===== src/rtl/mdu_issue_ctrl.sv =====
// -----------------------------------------------------------------------------
// mdu_issue_ctrl
//
// E-stage issue and interlock controller for the multiply/divide unit. Decodes
// mult/multu/div/divu/mfhi/mflo/mthi/mtlo requests into the MDU Start,
// MDU_Sel, HI_En, LO_En and WrHL controls. It stalls the pipeline across the
// one-cycle gap between Start and MDU Busy rising, and across the Busy window
// itself. A watchdog raises a sticky Err when Busy stays high too long.
//
// Parameters
//   TIMEOUT       cycles in WAIT with Busy high before Err is set. Must be at
//                 least 11, which is longer than the 10-cycle divide.
//
// Ports
//   Clk           rising-edge clock
//   Rst_n         asynchronous active-low reset
//   Op            request code: 1 MULT, 2 MULTU, 3 DIV, 4 DIVU, 5 MFHI,
//                 6 MFLO, 7 MTHI, 8 MTLO; all other codes mean no request
//   Op_Valid      Op qualifies this cycle
//   Flush         kill the E-stage instruction this cycle
//   Rs_Data       operand 1; also the MTHI/MTLO write data
//   Rt_Data       operand 2
//   MDU_Busy      Busy from the MDU
//   MDU_HI/LO     HI/LO registers of the MDU
//   Start         MDU start pulse
//   MDU_Sel       MDU operation select (0 MULT, 1 MULTU, 2 DIV, 3 DIVU)
//   MDU_D1/D2     MDU operands (pass-through)
//   HI_En/LO_En   MDU direct HI/LO write enables
//   WrHL          MDU direct-write data
//   Stall         freeze the E stage and all earlier stages
//   Result        MFHI/MFLO read value
//   Result_Valid  Result is meaningful this cycle
//   Last_Sel      MDU_Sel of the most recently issued operation
//   Err           sticky MDU timeout flag
// -----------------------------------------------------------------------------
module mdu_issue_ctrl #(
  parameter int TIMEOUT = 16
) (
  input  logic        Clk,
  input  logic        Rst_n,
  input  logic [3:0]  Op,
  input  logic        Op_Valid,
  input  logic        Flush,
  input  logic [31:0] Rs_Data,
  input  logic [31:0] Rt_Data,
  input  logic        MDU_Busy,
  input  logic [31:0] MDU_HI,
  input  logic [31:0] MDU_LO,
  output logic        Start,
  output logic [1:0]  MDU_Sel,
  output logic [31:0] MDU_D1,
  output logic [31:0] MDU_D2,
  output logic        HI_En,
  output logic        LO_En,
  output logic [31:0] WrHL,
  output logic        Stall,
  output logic [31:0] Result,
  output logic        Result_Valid,
  output logic [1:0]  Last_Sel,
  output logic        Err
);

  // The counter must hold TIMEOUT and is never narrower than 5 bits.
  localparam int CNT_W = ($clog2(TIMEOUT + 1) < 5) ? 5 : $clog2(TIMEOUT + 1);
  localparam logic [CNT_W-1:0] CNT_LAST = CNT_W'(TIMEOUT - 1);
  localparam logic [CNT_W-1:0] CNT_ONE  = CNT_W'(1);
  localparam logic [CNT_W-1:0] CNT_ZERO = CNT_W'(0);

  typedef enum logic [1:0] {
    ST_IDLE   = 2'd0,
    ST_ISSUED = 2'd1,
    ST_WAIT   = 2'd2
  } state_t;

  state_t           state_r;
  logic [CNT_W-1:0] cnt_r;
  logic [1:0]       last_sel_r;
  logic             err_r;

  logic        arith_s;
  logic        mdu_op_s;
  logic [1:0]  sel_s;
  logic        req_s;
  logic        stall_s;
  logic        go_s;
  logic        start_s;
  logic        hi_en_s;
  logic        lo_en_s;
  logic [31:0] result_s;
  logic        result_valid_s;

  // Request decode, interlock and the combinational MDU controls.
  always_comb begin
    arith_s  = 1'b0;
    mdu_op_s = 1'b0;
    sel_s    = 2'd0;
    result_s = 32'd0;
    case (Op)
      4'd1: begin arith_s = 1'b1; mdu_op_s = 1'b1; sel_s = 2'd0; end
      4'd2: begin arith_s = 1'b1; mdu_op_s = 1'b1; sel_s = 2'd1; end
      4'd3: begin arith_s = 1'b1; mdu_op_s = 1'b1; sel_s = 2'd2; end
      4'd4: begin arith_s = 1'b1; mdu_op_s = 1'b1; sel_s = 2'd3; end
      4'd5: begin mdu_op_s = 1'b1; result_s = MDU_HI; end
      4'd6: begin mdu_op_s = 1'b1; result_s = MDU_LO; end
      4'd7: begin mdu_op_s = 1'b1; end
      4'd8: begin mdu_op_s = 1'b1; end
      default: begin
        arith_s  = 1'b0;
        mdu_op_s = 1'b0;
      end
    endcase

    // An unqualified Op must not leak onto the select or result buses.
    if (!Op_Valid) begin
      sel_s    = 2'd0;
      result_s = 32'd0;
    end else begin
      sel_s    = sel_s;
      result_s = result_s;
    end

    req_s = Op_Valid & mdu_op_s;
    // ISSUED covers the cycle between Start and Busy being seen high.
    // Flush deliberately does not enter here, so a flushed slot keeps stalling.
    stall_s        = req_s & ((state_r == ST_ISSUED) | MDU_Busy);
    go_s           = req_s & ~stall_s & ~Flush;
    start_s        = go_s & arith_s;
    hi_en_s        = go_s & (Op == 4'd7);
    lo_en_s        = go_s & (Op == 4'd8);
    result_valid_s = go_s & ((Op == 4'd5) | (Op == 4'd6));
  end

  // Issue-tracking FSM with busy watchdog, last-select and sticky error.
  always_ff @(posedge Clk or negedge Rst_n) begin
    if (!Rst_n) begin
      state_r    <= ST_IDLE;
      cnt_r      <= CNT_ZERO;
      last_sel_r <= 2'd0;
      err_r      <= 1'b0;
    end else begin
      if (start_s) begin
        last_sel_r <= sel_s;
      end
      case (state_r)
        ST_IDLE: begin
          cnt_r   <= CNT_ZERO;
          state_r <= start_s ? ST_ISSUED : ST_IDLE;
        end
        ST_ISSUED: begin
          // The MDU raises Busy in this cycle; start watching from WAIT.
          cnt_r   <= CNT_ZERO;
          state_r <= ST_WAIT;
        end
        ST_WAIT: begin
          if (MDU_Busy) begin
            if (cnt_r == CNT_LAST) begin
              // Give up on the MDU but keep running so the core is not wedged.
              err_r   <= 1'b1;
              cnt_r   <= CNT_ZERO;
              state_r <= ST_IDLE;
            end else begin
              cnt_r   <= cnt_r + CNT_ONE;
              state_r <= ST_WAIT;
            end
          end else begin
            // Busy has fallen: act as IDLE so a back-to-back op issues now.
            cnt_r   <= CNT_ZERO;
            state_r <= start_s ? ST_ISSUED : ST_IDLE;
          end
        end
        default: begin
          cnt_r   <= CNT_ZERO;
          state_r <= ST_IDLE;
        end
      endcase
    end
  end

  assign Start        = start_s;
  assign MDU_Sel      = sel_s;
  assign MDU_D1       = Rs_Data;
  assign MDU_D2       = Rt_Data;
  assign HI_En        = hi_en_s;
  assign LO_En        = lo_en_s;
  assign WrHL         = Rs_Data;
  assign Stall        = stall_s;
  assign Result       = result_s;
  assign Result_Valid = result_valid_s;
  assign Last_Sel     = last_sel_r;
  assign Err          = err_r;

endmodule


===== config.mk =====
export PLATFORM = sky130hd
export DESIGN_NAME = mdu_issue_ctrl
export DESIGN_NICKNAME = d
export VERILOG_FILES = /design/src/rtl/mdu_issue_ctrl.sv
export SDC_FILE = /design/constraint.sdc
export NUM_CORES = 1
export LEC_CHECK = 0
export ABC_AREA = 1
export CAP_MARGIN = 20
export CORE_AREA = 4 4 106 108
export DETAILED_ROUTE_END_ITERATION = 8
export DIE_AREA = 0 0 110 112
export PLACE_DENSITY = 0.74
export SYNTH_ARGS = -nofsm -noshare
export SYNTH_HDL_FRONTEND = slang
export SYNTH_SLANG_ARGS = --single-unit

===== constraint.sdc =====
create_clock -name Clk -period 3.4 [get_ports Clk]
set_input_delay 0.68 -clock Clk [delete_from_list [all_inputs] [get_ports Clk]]
set_output_delay 0.68 -clock Clk [all_outputs]
set_load 0.05 [all_outputs]

==> flow_summary.yaml, run 1 <==
routing:
  drt-total-wl_mm: 6.14
  post_drt_wl_per_cell_um: 14.3
  ant_nets: 0
  first_pass_iters: 4
  via_count: 1710
  via_per_inst: 3.98
  drtIter0Drc: 105
  drc: 0
worst_setup_path:
  crit_top_cell: "nand2_2"
  cp_top_family: "buffers and inverters"
  critical_path_required_ns: 2.72
  cp_slowest_cell: "clkdlybuf4s50_1"
  r2r-end: "Last_Sel[0]"
  start_kind: "input port"
  cp_max_fo: 4
  cpPeakStageDelay_ns: 0.52
  critPathBufInv: 3
  worstPathCellList: "clkdlybuf4s50_1, inv_1, nor2_2, nand2_2, nand2_2, nor2_2, a21oi_4, nand2_2, nor2_1, buf_12"
  end_kind: "output port"
  r2r-start: "state_r[0]"
  worstRegToRegCells: 6
  path_class: "input port to output port"
  ff2ff_setup_slack_ns: 2.07
  crit_arrival_ns: 2.24
layout:
  final_cell_mix: "nand2_1 (79), clkdlybuf4s50_1 (75), buf_12 (40)"
  syn2layout_area_growth_pct: 58.7
  final_nets: 434
  final_common_cell: "nand2_1"
  finish.instance_area_sq_um: 2790
  insertedDiodeCount: 0
  drive_above_1_share: 0.201
  final_util: 0.272
worst_hold_path:
  holdPathStages: 1
  holdCritPathClass: "register to register"
  hold_start: "state_r[0]"
  whs_endpoint: "state_r[0]"
clocking:
  cts-resized-gates: 0
  cts_made_buffers: 3
  cts.clk_slew.worst_paths_ns: 0.04
  clock-sinks: 10
  post_cts_buffers: 0
  cts_root_buffer: "clkbuf_8"
  cts.htree.levels: 1
  ctsHoldBuffers: 0
  cts_tree: "built"
  clk_path_buf_depth: 2
  clk_latency_ns: 0.23
die:
  rows: 37
  die_h_um: 112
  boundaryPins: 275
  core_sq_um: 10200
  start_util: 0.172
  dieArea_sq_um: 12300
  die_w_um: 110
power:
  power_frac_clock: 0.259
  max-vdd-ir-drop_mv: 0.0960
  p_switching_mw: 0.139
  comb_power_share: 0.474
  seq_power_share: 0.266
  p_leak_nw: 1.06
  power_density_nw_per_um2: 164
  switching_share: 0.303
  p_int_mw: 0.320
sta:
  tightest_slew_ns: 0.507
  setup_tns_ns: 0
  fin_worst_skew_ns: 0.00260
  finalCritPeriodShare: 0.858
  rsz0062_at_grt: "no"
  timing.hold.ws_ns: 0.425
  finalCriticalPeriod_ns: 2.92
  finalSetupViolCount: 0
  finalHoldViolCount: 0
  fmaxAchievable_mhz: 343
  fin_ws_ns: 0.482
  slew_headroom: 0.661
  slew_viol_final: 0
global_routing:
  overflow: 0
  grt_max_degree: 33
  grt_pass1_wl_mm: 8.65
  antenna_found_initial: 0
  grt.total_usage: 0.0899
  grt_pass1_vias: 1634
run_status:
  status: "finished clean"
placement:
  dp_hpwl_mm: 5.27
  io_buffer_count: 114
  place_area_sq_um: 2750
  dp_slack_ns: 0.449
  gp_congestion: 0.804
yosys:
  syn_area_sq_um: 1760
  async_flop_share: 1.00
  syn-num-nets: 415
  synth_ff_type: "dfrtp_1"
  ys_types: 23
  ys_seq_area_frac: 0.143
  avgSynthCellArea_sq_um: 6.34
  synth-seq-cells: 10
  synth_edf_count: 0
  netlist_instances: 277
  yosys_warnings: 0
flow_run:
  max-cap-violations: 0
## state kept, by name, indices dropped and copies added (netlist names)
| register | cells |
|---|---|
| cnt_r | 5 |
| Err | 1 |
| Last_Sel | 2 |
| state_r | 2 |
## through the flow
stage,total power [mW],cells
6_report,0.458,430
5_1_grt,0.483,430
4_1_cts,0.464,430
3_5_place_dp,0.343,427
3_3_place_gp,0.341,427
2_1_floorplan,0.503,277
## cells in the mapped netlist, types with 3 or more instances
library cell | instances | area [sq um]
dfrtp_1 | 10 | 250
nand3_1 | 4 | 20.0
nand2_1 | 79 | 297
a21oi_1 | 35 | 175
buf_2 | 6 | 30.0
buf_4 | 96 | 721
nor2_1 | 12 | 45.0
nor2_2 | 3 | 18.8
inv_1 | 9 | 33.8
nand2_2 | 4 | 25.0
clkbuf_1 | 3 | 11.3
o21ai_0 | 3 | 15.0
## power by group through the flow
| stage | combinational [mW] | sequential [mW] | clock [mW] |
|---|---|---|---|
| detailed placement | 0.219 | 0.124 | 0 |
| finish | 0.217 | 0.122 | 0.119 |
| CTS | 0.220 | 0.122 | 0.122 |
| global placement | 0.217 | 0.124 | 0 |
| floorplan | 0.376 | 0.127 | 0 |
| global route | 0.231 | 0.122 | 0.130 |
## worst max path at each step
stage | start | to | slack (ns) | depth (start not counted)
global route | Op[3] | HI_En | 0.32 | 9
detailed placement | Op[2] | HI_En | 0.45 | 10
finish | Op[2] | HI_En | 0.48 | 10
global placement | Op[2] | HI_En | 0.47 | 10
CTS | Op[2] | HI_En | 0.45 | 10
floorplan | Op[3] | Result[10] | 0.73 | 6
## area by class of cell
| class | count | area, sq um |
|---|---|---|
| repair buffers | 119 | 1580 |
| inverters | 11 | 41.3 |
| clock buffers | 3 | 41.3 |
| well taps | 136 | 170 |
| multi-input cells | 151 | 702 |
| flip-flops and latches | 10 | 250 |
| fillers | 1091 | 7440 |
## layer usage
layer / GRT usage / part of all wire / up-vias
met2: 0.138 / 0.44 / 137
met4: 0.0806 / 0.083 / 0
met5: 0 / 0 / -
li1: - / - / 806
met1: 0.0884 / 0.31 / 705
met3: 0.0429 / 0.16 / 62
## logic make-up (layout without fill, tap and decap cells)
kind of cell,count (synthesis),in the layout,synth area share
buffers and inverters,116,133,0.458
adders and majority gates,1,1,0.00713
AOI/OAI and AO/OA,41,41,0.126
xor gates and xnor gates,1,1,0.00499
and+or+nand+nor,108,108,0.262
DFF,10,10,0.143
Power figures use the tool's default switching activity.
==> inputs of run 2 (changes only) <==
Settings changed: CAP_MARGIN 20 to 25.
==> results of run 2 <==
Same layout as run 1: the final DEF is identical, and so are final timing and power.
==> inputs of run 3 (changes only) <==
Settings changed: CORE_AREA 4 4 106 108 to 4 4 104 106, DIE_AREA 0 0 110 112 to 0 0 108 110, PLACE_DENSITY 0.74 to 0.76.
Clock period 3.4 ns to 2.8 ns, I/O delays scaled along.
==> run 3 against run 2 <==
Against the previous run: die area down 3.6%; sequential power grew 21%; critical endpoint is now Result[19]; hold slack better by 0.011 ns; count of clock-buffer cells in the layout up 1.
==> flow_summary.yaml, run 3 (synthesis gave the netlist of run 1 again) <==
worst_setup_path:
  critical_path_required_ns: 2.24
  start_kind: "input port"
  r2r-end: "Last_Sel[0]"
  path_class: "input port to output port"
  crit_top_cell: "buf_12"
  cp_slowest_cell: "clkdlybuf4s50_1"
  cp_top_family: "buffers and inverters"
  worstRegToRegCells: 6
  r2r-start: "state_r[0]"
  worstPathCellList: "clkdlybuf4s50_1, nand2_2, nor2_4, buf_12, nand2_1, a21oi_1, buf_12"
  cpPeakStageDelay_ns: 0.55
  ff2ff_setup_slack_ns: 1.50
  cp_max_fo: 31
  crit_arrival_ns: 2.15
  critPathBufInv: 3
  cp-startpoint: "Op[2]"
  end_kind: "output port"
sta:
  finalHoldViolCount: 0
  setup_tns_ns: 0
  finalCritPeriodShare: 0.968
  slew_viol_final: 0
  finalCriticalPeriod_ns: 2.71
  slew_headroom: 0.669
  rsz0062_at_grt: "yes"
  fin_worst_skew_ns: 0.00723
  timing.hold.ws_ns: 0.436
  fmaxAchievable_mhz: 369
  tightest_slew_ns: 0.494
  finalSetupViolCount: 0
die:
  die_w_um: 108
  dieArea_sq_um: 11900
  core_sq_um: 9770
  rows: 36
  boundaryPins: 275
  die_h_um: 110
  start_util: 0.180
global_routing:
  grt_max_degree: 32
  antenna_found_initial: 0
  overflow: 0
  grt.total_usage: 0.0992
  grt_pass1_wl_mm: 9.14
  grt_pass1_vias: 1720
layout:
  final_nets: 435
  drive_above_1_share: 0.233
  finish.instance_area_sq_um: 2850
  syn2layout_area_growth_pct: 62.1
  final_common_cell: "nand2_1"
  regMostFlops: "cnt_r"
  instances_no_fill: 429
  largest_reg_flops: 5
  final_cell_mix: "nand2_1 (79), clkdlybuf4s50_1 (75), buf_12 (41)"
  insertedDiodeCount: 0
clocking:
  cts-resized-gates: 0
  clk_path_buf_depth: 2
  ctsHoldBuffers: 0
  clk_latency_ns: 0.23
  cts_made_buffers: 3
  cts_tree: "built"
  post_cts_buffers: 0
  cts.clk_slew.worst_paths_ns: 0.05
  cts.htree.levels: 1
  clock-sinks: 10
  cts_root_buffer: "clkbuf_8"
placement:
  io_buffer_count: 114
  place_area_sq_um: 2760
  dpl.cell_count: 425
  gp_congestion: 0.710
  dp_hpwl_mm: 5.67
routing:
  via_per_inst: 4.01
  post_drt_wl_per_cell_um: 15.6
  drtIter0Drc: 92
  drc: 0
  first_pass_iters: 4
  drt-total-wl_mm: 6.68
  via_count: 1722
  ant_nets: 0
power:
  power_density_nw_per_um2: 208
  p_leak_nw: 1.07
  finalPower_mw: 0.592
  max-vdd-ir-drop_mv: 0.239
worst_hold_path:
  hold_start: "state_r[0]"
  whs_endpoint: "state_r[0]"
  holdCritPathClass: "register to register"
  holdPathStages: 1
flow_run:
  max-cap-violations: 0
run_status:
  status: "finished clean"
run 3: cell count changes in the layout (fill, tap and decap cells not counted), sizes merged:
cell,delta
buf,+1
clkbuf,+1
run 3: stage by stage:
step / util / setup slack (ns)
global route: 0.291 / -0.0226
floorplan: - / 0.370
finish: 0.291 / 0.0886
CTS: 0.288 / 0.0597
detailed placement: 0.283 / 0.0597
global placement: 0.283 / 0.109
run 3: how the worst max path moves through the flow:
| stage | endpoint | slack, ns | depth (start not counted) |
|---|---|---|---|
| 2_1_floorplan | Result[10] | 0.37 | 6 |
| 3_3_place_gp | Result[7] | 0.11 | 7 |
| 3_5_place_dp | Result[17] | 0.06 | 7 |
| 4_1_cts | Result[17] | 0.06 | 7 |
| 5_1_grt | LO_En | -0.02 | 10 |
| 6_report | Result[19] | 0.09 | 7 |
run 3: power by group:
part | internal, mW | switching, mW | total [mW]
registers | 0.147 | 0.00136 | 0.148
logic | 0.149 | 0.119 | 0.269
clock network | 0.123 | 0.0519 | 0.175
run 3: layout make-up:
type	count	area, sq um
Timing Repair Buffer	120	1600
Multi-Input combinational cell	151	731
Inverter	11	41.3
Sequential cell	10	250
Clock buffer	4	55.1
Fill cell	1035	6930
Tap cell	133	166
run 3: routing by layer:
layer	up-vias	wire length, um	GRT usage
met5	-	0	0
met4	0	397	0.0631
met3	47	1020	0.0513
met2	117	3200	0.168
met1	748	2050	0.0953
li1	810	-	-
